### src/rtl/am_lock_rx.sv
// Alignment-marker lock receiver: finds a lane AM, confirms it one gap later,
// then tracks every expected AM and drops lock after four consecutive misses.
module am_lock_rx #(
    parameter int BLOCK_W = 66,
    parameter int LANE_N  = 4,
    parameter int GAP_N   = 16383
) (
    input  logic               clk,
    input  logic               nreset,
    input  logic               valid_i,
    input  logic [BLOCK_W-1:0] block_i,
    output logic               slip_v_o,
    output logic               lock_v_o,
    output logic [LANE_N-1:0]  lane_o
);

    localparam int CNT_W  = ($clog2(GAP_N + 1) > 14) ? $clog2(GAP_N + 1) : 14;
    localparam int LANE_W = (LANE_N > 1) ? $clog2(LANE_N) : 1;

    // Lane patterns packed as {M6,M5,M4,M2,M1,M0}; up to four lanes are defined.
    localparam logic [47:0] AM_PAT [4] = '{
        48'hB8_89_6F_47_76_90,
        48'h19_3B_0F_E6_C4_F0,
        48'h64_9A_3A_9B_65_C5,
        48'hC2_86_5D_3D_79_A2
    };

    typedef enum logic [2:0] {
        FIND_1ST,
        COUNT_1,
        COMP_2ND,
        LOCKED,
        COUNT_L,
        COMP_L
    } state_t;

    state_t             state, state_nxt;
    logic [CNT_W-1:0]   cnt, cnt_nxt;
    logic [2:0]         inv_cnt, inv_nxt;
    logic [LANE_W-1:0]  lane_r, lane_nxt;
    logic               slip_nxt, lock_nxt;
    logic [LANE_N-1:0]  lane_o_nxt;

    logic               cand;
    logic [47:0]        am_field;
    logic [LANE_N-1:0]  hit;
    logic [LANE_W-1:0]  found_lane;
    logic               rec_hit;
    logic               unused_bip;

    assign cand       = valid_i && (block_i[BLOCK_W-1 -: 2] == 2'b10);
    assign am_field   = {block_i[55:32], block_i[23:0]};
    assign unused_bip = ^{block_i[63:56], block_i[31:24]};

    always_comb begin
        hit        = '0;
        found_lane = '0;
        for (int i = 0; i < LANE_N; i++) begin
            hit[i] = cand && (am_field == AM_PAT[i[1:0]]);
        end
        for (int i = LANE_N - 1; i >= 0; i--) begin
            if (hit[i]) found_lane = LANE_W'(i);
        end
    end

    assign rec_hit = hit[lane_r];

    // NOTE: every output of this block gets a default first, so no path can infer a latch.
    always_comb begin
        state_nxt = state;
        cnt_nxt   = cnt;
        inv_nxt   = inv_cnt;
        lane_nxt  = lane_r;
        slip_nxt  = 1'b0;

        if (!valid_i) begin
            // Loss of signal_ok abandons any search or lock silently.
            if (state != FIND_1ST) begin
                state_nxt = FIND_1ST;
                cnt_nxt   = '0;
                inv_nxt   = '0;
            end
        end else begin
            case (state)
                FIND_1ST: begin
                    if (|hit) begin
                        lane_nxt  = found_lane;
                        state_nxt = COUNT_1;
                        cnt_nxt   = CNT_W'(GAP_N);
                    end
                end
                COUNT_1, COUNT_L: begin
                    if (cnt == CNT_W'(1)) begin
                        state_nxt = (state == COUNT_1) ? COMP_2ND : COMP_L;
                        cnt_nxt   = '0;
                    end else begin
                        cnt_nxt = cnt - CNT_W'(1);
                    end
                end
                COMP_2ND: begin
                    if (rec_hit) begin
                        state_nxt = LOCKED;
                        inv_nxt   = '0;
                    end else begin
                        state_nxt = FIND_1ST;
                        slip_nxt  = 1'b1;
                    end
                end
                LOCKED: begin
                    // This block is already the first of the gap after the confirming AM.
                    if (GAP_N == 1) begin
                        state_nxt = COMP_L;
                    end else begin
                        state_nxt = COUNT_L;
                        cnt_nxt   = CNT_W'(GAP_N - 1);
                    end
                end
                COMP_L: begin
                    if (rec_hit) begin
                        inv_nxt   = '0;
                        state_nxt = COUNT_L;
                        cnt_nxt   = CNT_W'(GAP_N);
                    end else if (inv_cnt == 3'd3) begin
                        inv_nxt   = '0;
                        state_nxt = FIND_1ST;
                        slip_nxt  = 1'b1;
                    end else begin
                        inv_nxt   = inv_cnt + 3'd1;
                        state_nxt = COUNT_L;
                        cnt_nxt   = CNT_W'(GAP_N);
                    end
                end
                default: begin
                    state_nxt = FIND_1ST;
                    cnt_nxt   = '0;
                    inv_nxt   = '0;
                end
            endcase
        end

        lock_nxt   = (state_nxt == LOCKED) || (state_nxt == COUNT_L) || (state_nxt == COMP_L);
        lane_o_nxt = lock_nxt ? (LANE_N'(1) << lane_nxt) : '0;
    end

    // NOTE: state registers use non-blocking assignments so every flop samples pre-edge values.
    always_ff @(posedge clk) begin
        if (nreset) begin
            state    <= FIND_1ST;
            cnt      <= '0;
            inv_cnt  <= '0;
            lane_r   <= '0;
            slip_v_o <= 1'b0;
            lock_v_o <= 1'b0;
            lane_o   <= '0;
        end else begin
            state    <= state_nxt;
            cnt      <= cnt_nxt;
            inv_cnt  <= inv_nxt;
            lane_r   <= lane_nxt;
            slip_v_o <= slip_nxt;
            lock_v_o <= lock_nxt;
            lane_o   <= lane_o_nxt;
        end
    end

endmodule

### config.mk
export PLATFORM = sky130hd
export DESIGN_NAME = am_lock_rx
export DESIGN_NICKNAME = d
export VERILOG_FILES = /design/src/rtl/am_lock_rx.sv
export SDC_FILE = /design/constraint.sdc
export NUM_CORES = 1
export LEC_CHECK = 0
export CORE_ASPECT_RATIO = 1.4
export CORE_UTILIZATION = 47
export CTS_CLUSTER_DIAMETER = 120
export DETAILED_ROUTE_END_ITERATION = 10
export PLACE_DENSITY = 0.81
export SYNTH_ARGS = -nofsm -noshare
export SYNTH_HDL_FRONTEND = slang
export SYNTH_SLANG_ARGS = --single-unit
export TNS_END_PERCENT = 10
### constraint.sdc
create_clock -name clk -period 4.4 [get_ports clk]
set_input_delay 1.32 -clock clk [delete_from_list [all_inputs] [get_ports clk]]
set_output_delay 1.32 -clock clk [all_outputs]
set_load 0.05 [all_outputs]
==> results of run 1 <==
==> sequential cells by signal (all words and copies together) (netlist names) <==
register / flops
cnt: 14
slip_v_o: 1
lock_v_o: 1
state: 3
lane_r: 2
inv_cnt: 3
lane_o: 4
==> area by class of cell <==
cell class / count / area, um^2
Inverter: 13 / 48.8
Clock buffer: 3 / 41.3
Multi-Input combinational cell: 228 / 1620
Timing Repair Buffer: 59 / 588
Tap cell: 62 / 77.6
Clock inverter: 1 / 30.0
Fill cell: 403 / 1650
Sequential cell: 28 / 561
==> stage by stage <==
stage | setup slack (ns) | hold WS (ns) | util | instance area, um^2 | cells
2_1_floorplan | 0.931 | 0.446 | - | 2300 | 281
3_3_place_gp | 0.340 | 0.460 | 0.627 | 2890 | 390
3_5_place_dp | 0.327 | 0.473 | 0.627 | 2890 | 390
4_1_cts | 0.623 | 0.502 | 0.643 | 2960 | 394
5_1_grt | 0.485 | 0.532 | 0.643 | 2960 | 394
6_report | 0.606 | 0.495 | 0.643 | 2960 | 394
==> worst max-delay path: cells and delay by family <==
family	cells	cell delay (ns)
AO/OA/AOI/OAI	2	0.54
buffers and inverters	1	0.49
AND/OR/NAND/NOR	5	1.62
==> power breakdown <==
group / internal [mW] / total (mW) / switching [mW] / leakage (nW)
logic: 0.0537 / 0.0825 / 0.0287 / 0.783
clock network: 0.122 / 0.207 / 0.0848 / 0.0357
registers: 0.253 / 0.253 / 0.00000000614 / 0.225
total: 0.429 / 0.542 / 0.114 / 1.04
==> cell usage after synthesis, drive strengths merged (5+ instances only) <==
cell type	instances
clkbuf	5
nor3	14
a21oi	9
nand2b	7
buf	7
nor4	13
o21ai	13
nor2b	5
a221o	6
dfxtp	28
o211ai	5
nand3	22
nor2	21
nor4bb	6
a22o	6
nand2	20
or2b	5
inv	12
==> routing by layer <==
| metal | vias up | GRT usage | wire, um |
|---|---|---|---|
| li1 | 1215 | - | - |
| met1 | 1162 | 0.271 | 2510 |
| met2 | 92 | 0.471 | 3430 |
| met3 | 20 | 0.0381 | 325 |
| met4 | 0 | 0.171 | 218 |
| met5 | - | 0 | 0 |
==> logic make-up after synthesis <==
kind of cell / share of synthesized area
xor gates and xnor gates: 0.00380
adders and majority gates: 0.0163
AOI/OAI and AO/OA: 0.257
DFF: 0.243
and+or+nand+nor: 0.415
muxes: 0.00923
buffers and inverters: 0.0559
==> path summary, 6_finish.rpt <==
kind	start	depth (start not counted)	to
min	inv_cnt[1]$_SDFFE_PP0P_	1	inv_cnt[1]$_SDFFE_PP0P_
max	block_i[38]	8	cnt[8]$_SDFFE_PP0P_
max reg2reg	state[1]$_SDFF_PP0_	6	cnt[11]$_SDFFE_PP0P_
min reg2reg	inv_cnt[1]$_SDFFE_PP0P_	1	inv_cnt[1]$_SDFFE_PP0P_
==> run_results.csv, run 1 <==
group,metric,value,unit
status,status,"complete, no violations",
timing,tightest_slew,0.864,ns
cts,ctsResizeCount,0,
global_routing,grt_pass1_wl,10600,um
floorplan,start_util,0.500,
power,power,542,uW
logic_synthesis,yosysSeqAreaShare,0.243,
critical_path,cp-end-kind,"register",
worst_hold_path,min_path_type,"reg2reg",
timing,fin_crit,3.79,ns
critical_path,slowest_delay,0.66,ns
critical_path,start_kind,"input pin",
floorplan,die_x,61.2,um
cts,clock_sinks,28,
cts,cts_tree,"yes",
timing,drv_slew,0,
cts,cts_hold_buf,0,
place,hpwl,5190,um
critical_path,worstPathArrival,3.97,ns
global_routing,gr-total-overflow,0,
detailed_routing,wire_per_inst,16.5,um
floorplan,die_area,5190,um^2
logic_synthesis,postSynthCellCount,281,
detailed_routing,drt_iter0_markers,81,
layout,layout-drive-gt1-share,0.108,
logic_synthesis,synth_edf_count,0,
global_routing,antenna_found_initial,0,
cts,cts_buffer_depth,2,
global_routing,grt_max_degree,21,
timing,rsz0062_at_grt,"false",
layout,fin_nets,405,
cts,clock_latency,0.28,ns
critical_path,required,4.58,ns
critical_path,cp_cell_sequence,"clkdlybuf4s50_1, or4bb_2, or2_1, nor4_2, o21bai_2, nand3_2, nand2_4, a221o_1",
cts,clkTransAtPathRegs,0.10,ns
cts,cts_buffers,3,
timing,fin_setup_tns,0,ns
logic_synthesis,yosys.area.top_type,"dfxtp_1",
logic_synthesis,synth_fp_nets,353,
timing,setup_viol,0,
logic_synthesis,synth_top_cell_area_share,0.243,
critical_path,cpMaxStageDelayCell,"or4bb_2",
timing,fmax,264,MHz
place,port_buffers,58,
layout,area_delta_synth_final,28.5,%
detailed_routing,vias_per_cell,6.32,
logic_synthesis,synth_warnings,0,
cts,cts_setup_buffers,0,
detailed_routing,ant_nets,0,
global_routing,grtUsageTotal,0.264,
detailed_routing,first_pass_iters,4,
power,ir_worst_vdd,0.210,mV
layout,final_cell_mix,"clkdlybuf4s50_1, dfxtp_1, nor2_1",
logic_synthesis,yosysUniqueCellTypes,86,
floorplan,rows,29,
cts,h-tree-depth,1,
critical_path,worstPathMaxFanout,7,
detailed_routing,num_vias,2489,
logic_synthesis,synthFlopType,"dfxtp_1",
timing,fin_worst_skew,0.00288,ns
logic_synthesis,async_reset_ff_frac,0,
logic_synthesis,syn_avg_cell_area,8.20,um^2
job,maxCapViolCount,0,
critical_path,reg2reg_slack,1.61,ns
cts,cts-root-buf,"clkbuf_8",
critical_path,critPathKind,"in2reg",
timing,finalCritPeriodShare,0.862,
timing,max-slew-margin-rel,0.424,
logic_synthesis,yosys-top-cells-area,"dfxtp_1, nand3_1, nor2_1",
layout,n_antenna_cell,0,
floorplan,num_io_pins,75,
power,p_leak,1.04,nW
global_routing,grt_pass1_vias,2469,
floorplan,die_y,84.9,um
floorplan,core-area,4610,um^2
layout,mostFrequentLayoutCell,"clkdlybuf4s50_1",
detailed_routing,wl,6480,um
timing,hold_viol,0,
detailed_routing,drc,0,
logic_synthesis,ys_seq_elements,28,
power,power.density,183,nW/um^2
place,finalWeightedCongestion,0.943,
logic_synthesis,synth_area,2300,um^2
(Power assumes the default switching activity.)
==> inputs of run 2 (changes only) <==
ABC_AREA = 1   (was default)
CORE_UTILIZATION = 49   (was 47)
PLACE_DENSITY = 0.93   (was 0.81)
==> run 2 against run 1 <==
  * Hold slack lost 0.015 ns
  * Non-clock buffer count grew 1
  * Cell area grew 13%
  * Die area grew 10%
  * Via count grew 31%
  * Clock skew grew 0.0032 ns
  * Global-route usage grew 2.7 points
  * Critical path depth grew 4
  * Final cell count grew 51%
  * Clock-buffer cell count is the same
  * Core utilization grew 0.10 points
  * Critical endpoint is now cnt[0]$_SDFFE_PP0P_
==> run_results.csv, run 2 <==
group,metric,value,unit
layout,area_delta_synth_final,25.7,%
cts,clock_sinks,28,
detailed_routing,ant_nets,0,
critical_path,timing.rr.end,"cnt[0]$_SDFFE_PP0P_",
detailed_routing,vias_per_cell,5.47,
place,post_dp_cell_area,3270,um^2
global_routing,grt_pass1_vias,3230,
timing,rsz0062_at_grt,"false",
logic_synthesis,postSynthCellCount,474,
power,intPower,431,uW
global_routing,grt_pass1_wl,13200,um
detailed_routing,first_pass_iters,5,
power,netSwitchingFraction,0.245,
worst_hold_path,hold_depth,2,
logic_synthesis,yosysSeqAreaShare,0.211,
logic_synthesis,async_reset_ff_frac,0,
critical_path,critPathKind,"in2reg",
detailed_routing,wl,7850,um
logic_synthesis,synth_most_common_cell,"nand2_1",
logic_synthesis,yosys.area.top_type,"dfxtp_1",
cts,cts_setup_buffers,0,
cts,clock_latency,0.28,ns
logic_synthesis,yosysUniqueCellTypes,38,
global_routing,grt_max_degree,20,
floorplan,start_util,0.512,
timing,fin_worst_skew,0.00610,ns
cts,cts-root-buf,"clkbuf_8",
floorplan,die_area,5730,um^2
critical_path,required,4.58,ns
timing,fin_crit,3.45,ns
timing,tightest_slew,0.698,ns
cts,cts_tree,"yes",
logic_synthesis,syn_avg_cell_area,5.61,um^2
logic_synthesis,synth_top_cell_area_share,0.211,
layout,reg_top3,"cnt x14, lane_o x4",
power,power_frac_clock,0.364,
logic_synthesis,ys_top_cells_by_count,"nand2_1, nor2_1, inv_1",
place,finalWeightedCongestion,0.965,
layout,largest_reg_flops,14,
global_routing,gr-total-overflow,0,
worst_hold_path,hp-start,"inv_cnt[2]$_SDFFE_PP0P_",
place,hpwl,6430,um
layout,register_area,561,um^2
floorplan,die_x,64.3,um
layout,final_cell_mix,"nand2_1, nor2_1, inv_1",
global_routing,antenna_found_initial,0,
worst_hold_path,hold_path_end,"inv_cnt[2]$_SDFFE_PP0P_",
critical_path,r2r_cells,7,
layout,n_antenna_cell,0,
timing,hold_viol,0,
logic_synthesis,yosys-top-cells-area,"dfxtp_1, nand2_1, nor2_1",
timing,setup_viol,0,
floorplan,num_io_pins,75,
cts,ctsResizeCount,0,
cts,cts_buffers,3,
critical_path,reg2reg_slack,2.31,ns
timing,max-slew-margin-rel,0.534,
critical_path,start_kind,"input pin",
timing,fmax,290,MHz
timing,worst_slack,0.949,ns
layout,design_area,3350,um^2
cts,cts_buffer_depth,2,
cts,h-tree-depth,1,
power,power.density,171,nW/um^2
worst_hold_path,min_path_type,"reg2reg",
timing,fin_setup_tns,0,ns
floorplan,core-area,5200,um^2
place,place_ws,0.703,ns
cts,clkTransAtPathRegs,0.10,ns
power,power_switching,140,uW
timing,drv_slew,0,
layout,multi_input_comb_area,1760,um^2
critical_path,worstPathMaxFanout,16,
critical_path,worstPathArrival,3.64,ns
power,comb_power_share,0.192,
job,maxCapViolCount,0,
layout,top_register,"cnt",
place,port_buffers,58,
detailed_routing,num_vias,3262,
layout,layout-drive-gt1-share,0.0453,
layout,fin_nets,603,
detailed_routing,wire_per_inst,13.2,um
power,ir_worst_vdd,0.116,mV
logic_synthesis,synth_fp_nets,546,
power,power,571,uW
global_routing,grtUsageTotal,0.291,
floorplan,die_y,89.2,um
logic_synthesis,synthFlopType,"dfxtp_1",
power,p_leak,1.47,nW
critical_path,cp-end-kind,"register",
logic_synthesis,ys_seq_elements,28,
timing,finalCritPeriodShare,0.784,
cts,cts_hold_buf,0,
detailed_routing,drt_iter0_markers,201,
logic_synthesis,synth_area,2660,um^2
floorplan,rows,31,
logic_synthesis,synth_warnings,0,
layout,n_fill_cell,519,
critical_path,timing.rr.start,"state[2]$_SDFF_PP0_",
status,status,"complete, no violations",
logic_synthesis,synth_edf_count,0,
power,p_seq_frac,0.444,
layout,mostFrequentLayoutCell,"nand2_1",
detailed_routing,drc,0,
-- run 2: power groups by stage --
stage          clock (mW)  sequential (mW)  combinational (mW)
3_3_place_gp            0            0.259               0.107
3_5_place_dp            0            0.259               0.109
2_1_floorplan           0            0.259              0.0387
4_1_cts             0.209            0.253               0.109
5_1_grt             0.221            0.253               0.120
6_report            0.208            0.253               0.110
-- run 2: through the flow --
stage,instances,hold WS (ns),util
finish,596,0.480,0.644
global route,596,0.517,0.644
CTS,596,0.482,0.644
detailed placement,592,0.467,0.630
global placement,592,0.430,0.630
floorplan,474,0.421,-
-- run 2: worst max path at each step --
stage	startpoint	slack, ns	endpoint	depth (start not counted)
after floorplan	block_i[43]	1.71	cnt[10]$_SDFFE_PP0P_	13
after global placement	block_i[23]	0.73	cnt[0]$_SDFFE_PP0P_	12
after detailed placement	block_i[23]	0.70	cnt[0]$_SDFFE_PP0P_	12
after CTS	block_i[23]	1.0	cnt[0]$_SDFFE_PP0P_	12
after global routing	block_i[49]	0.78	cnt[1]$_SDFFE_PP0P_	14
final	block_i[23]	0.95	cnt[0]$_SDFFE_PP0P_	12
-- run 2: area by class of cell --
type	instances	share of cell area
flip-flops and latches	28	0.168
clock inverters	1	0.00898
repair buffers	60	0.178
well taps	66	0.0247
inverters	73	0.0819
clock buffers	3	0.0123
multi-input cells	365	0.527
-- run 2: cells by family after synthesis --
group | count (synthesis) | synth area share
compound gates | 48 | 0.103
fa+ha+maj | 3 | 0.0141
xor+xnor | 8 | 0.0263
buf+inv | 81 | 0.127
simple gates | 306 | 0.518
flops | 28 | 0.211
-- run 2: critical path: stages --
cell,delay (ns)
clkdlybuf4s50_1,0.58
nand2_1,0.08
nor3_1,0.30
nand4_1,0.16
nor2_1,0.13
nand2_1,0.08
nand2_2,0.07
nor2_2,0.05
a21oi_4,0.39
nand2_4,0.22
a21oi_1,0.19
nor2_1,0.06
-- run 2: routing by layer --
layer	up-vias	track usage	wire, um
li1	1644	-	-
met1	1455	0.258	2720
met2	130	0.622	4390
met3	33	0.0217	330
met4	0	0.174	413
met5	-	0	0
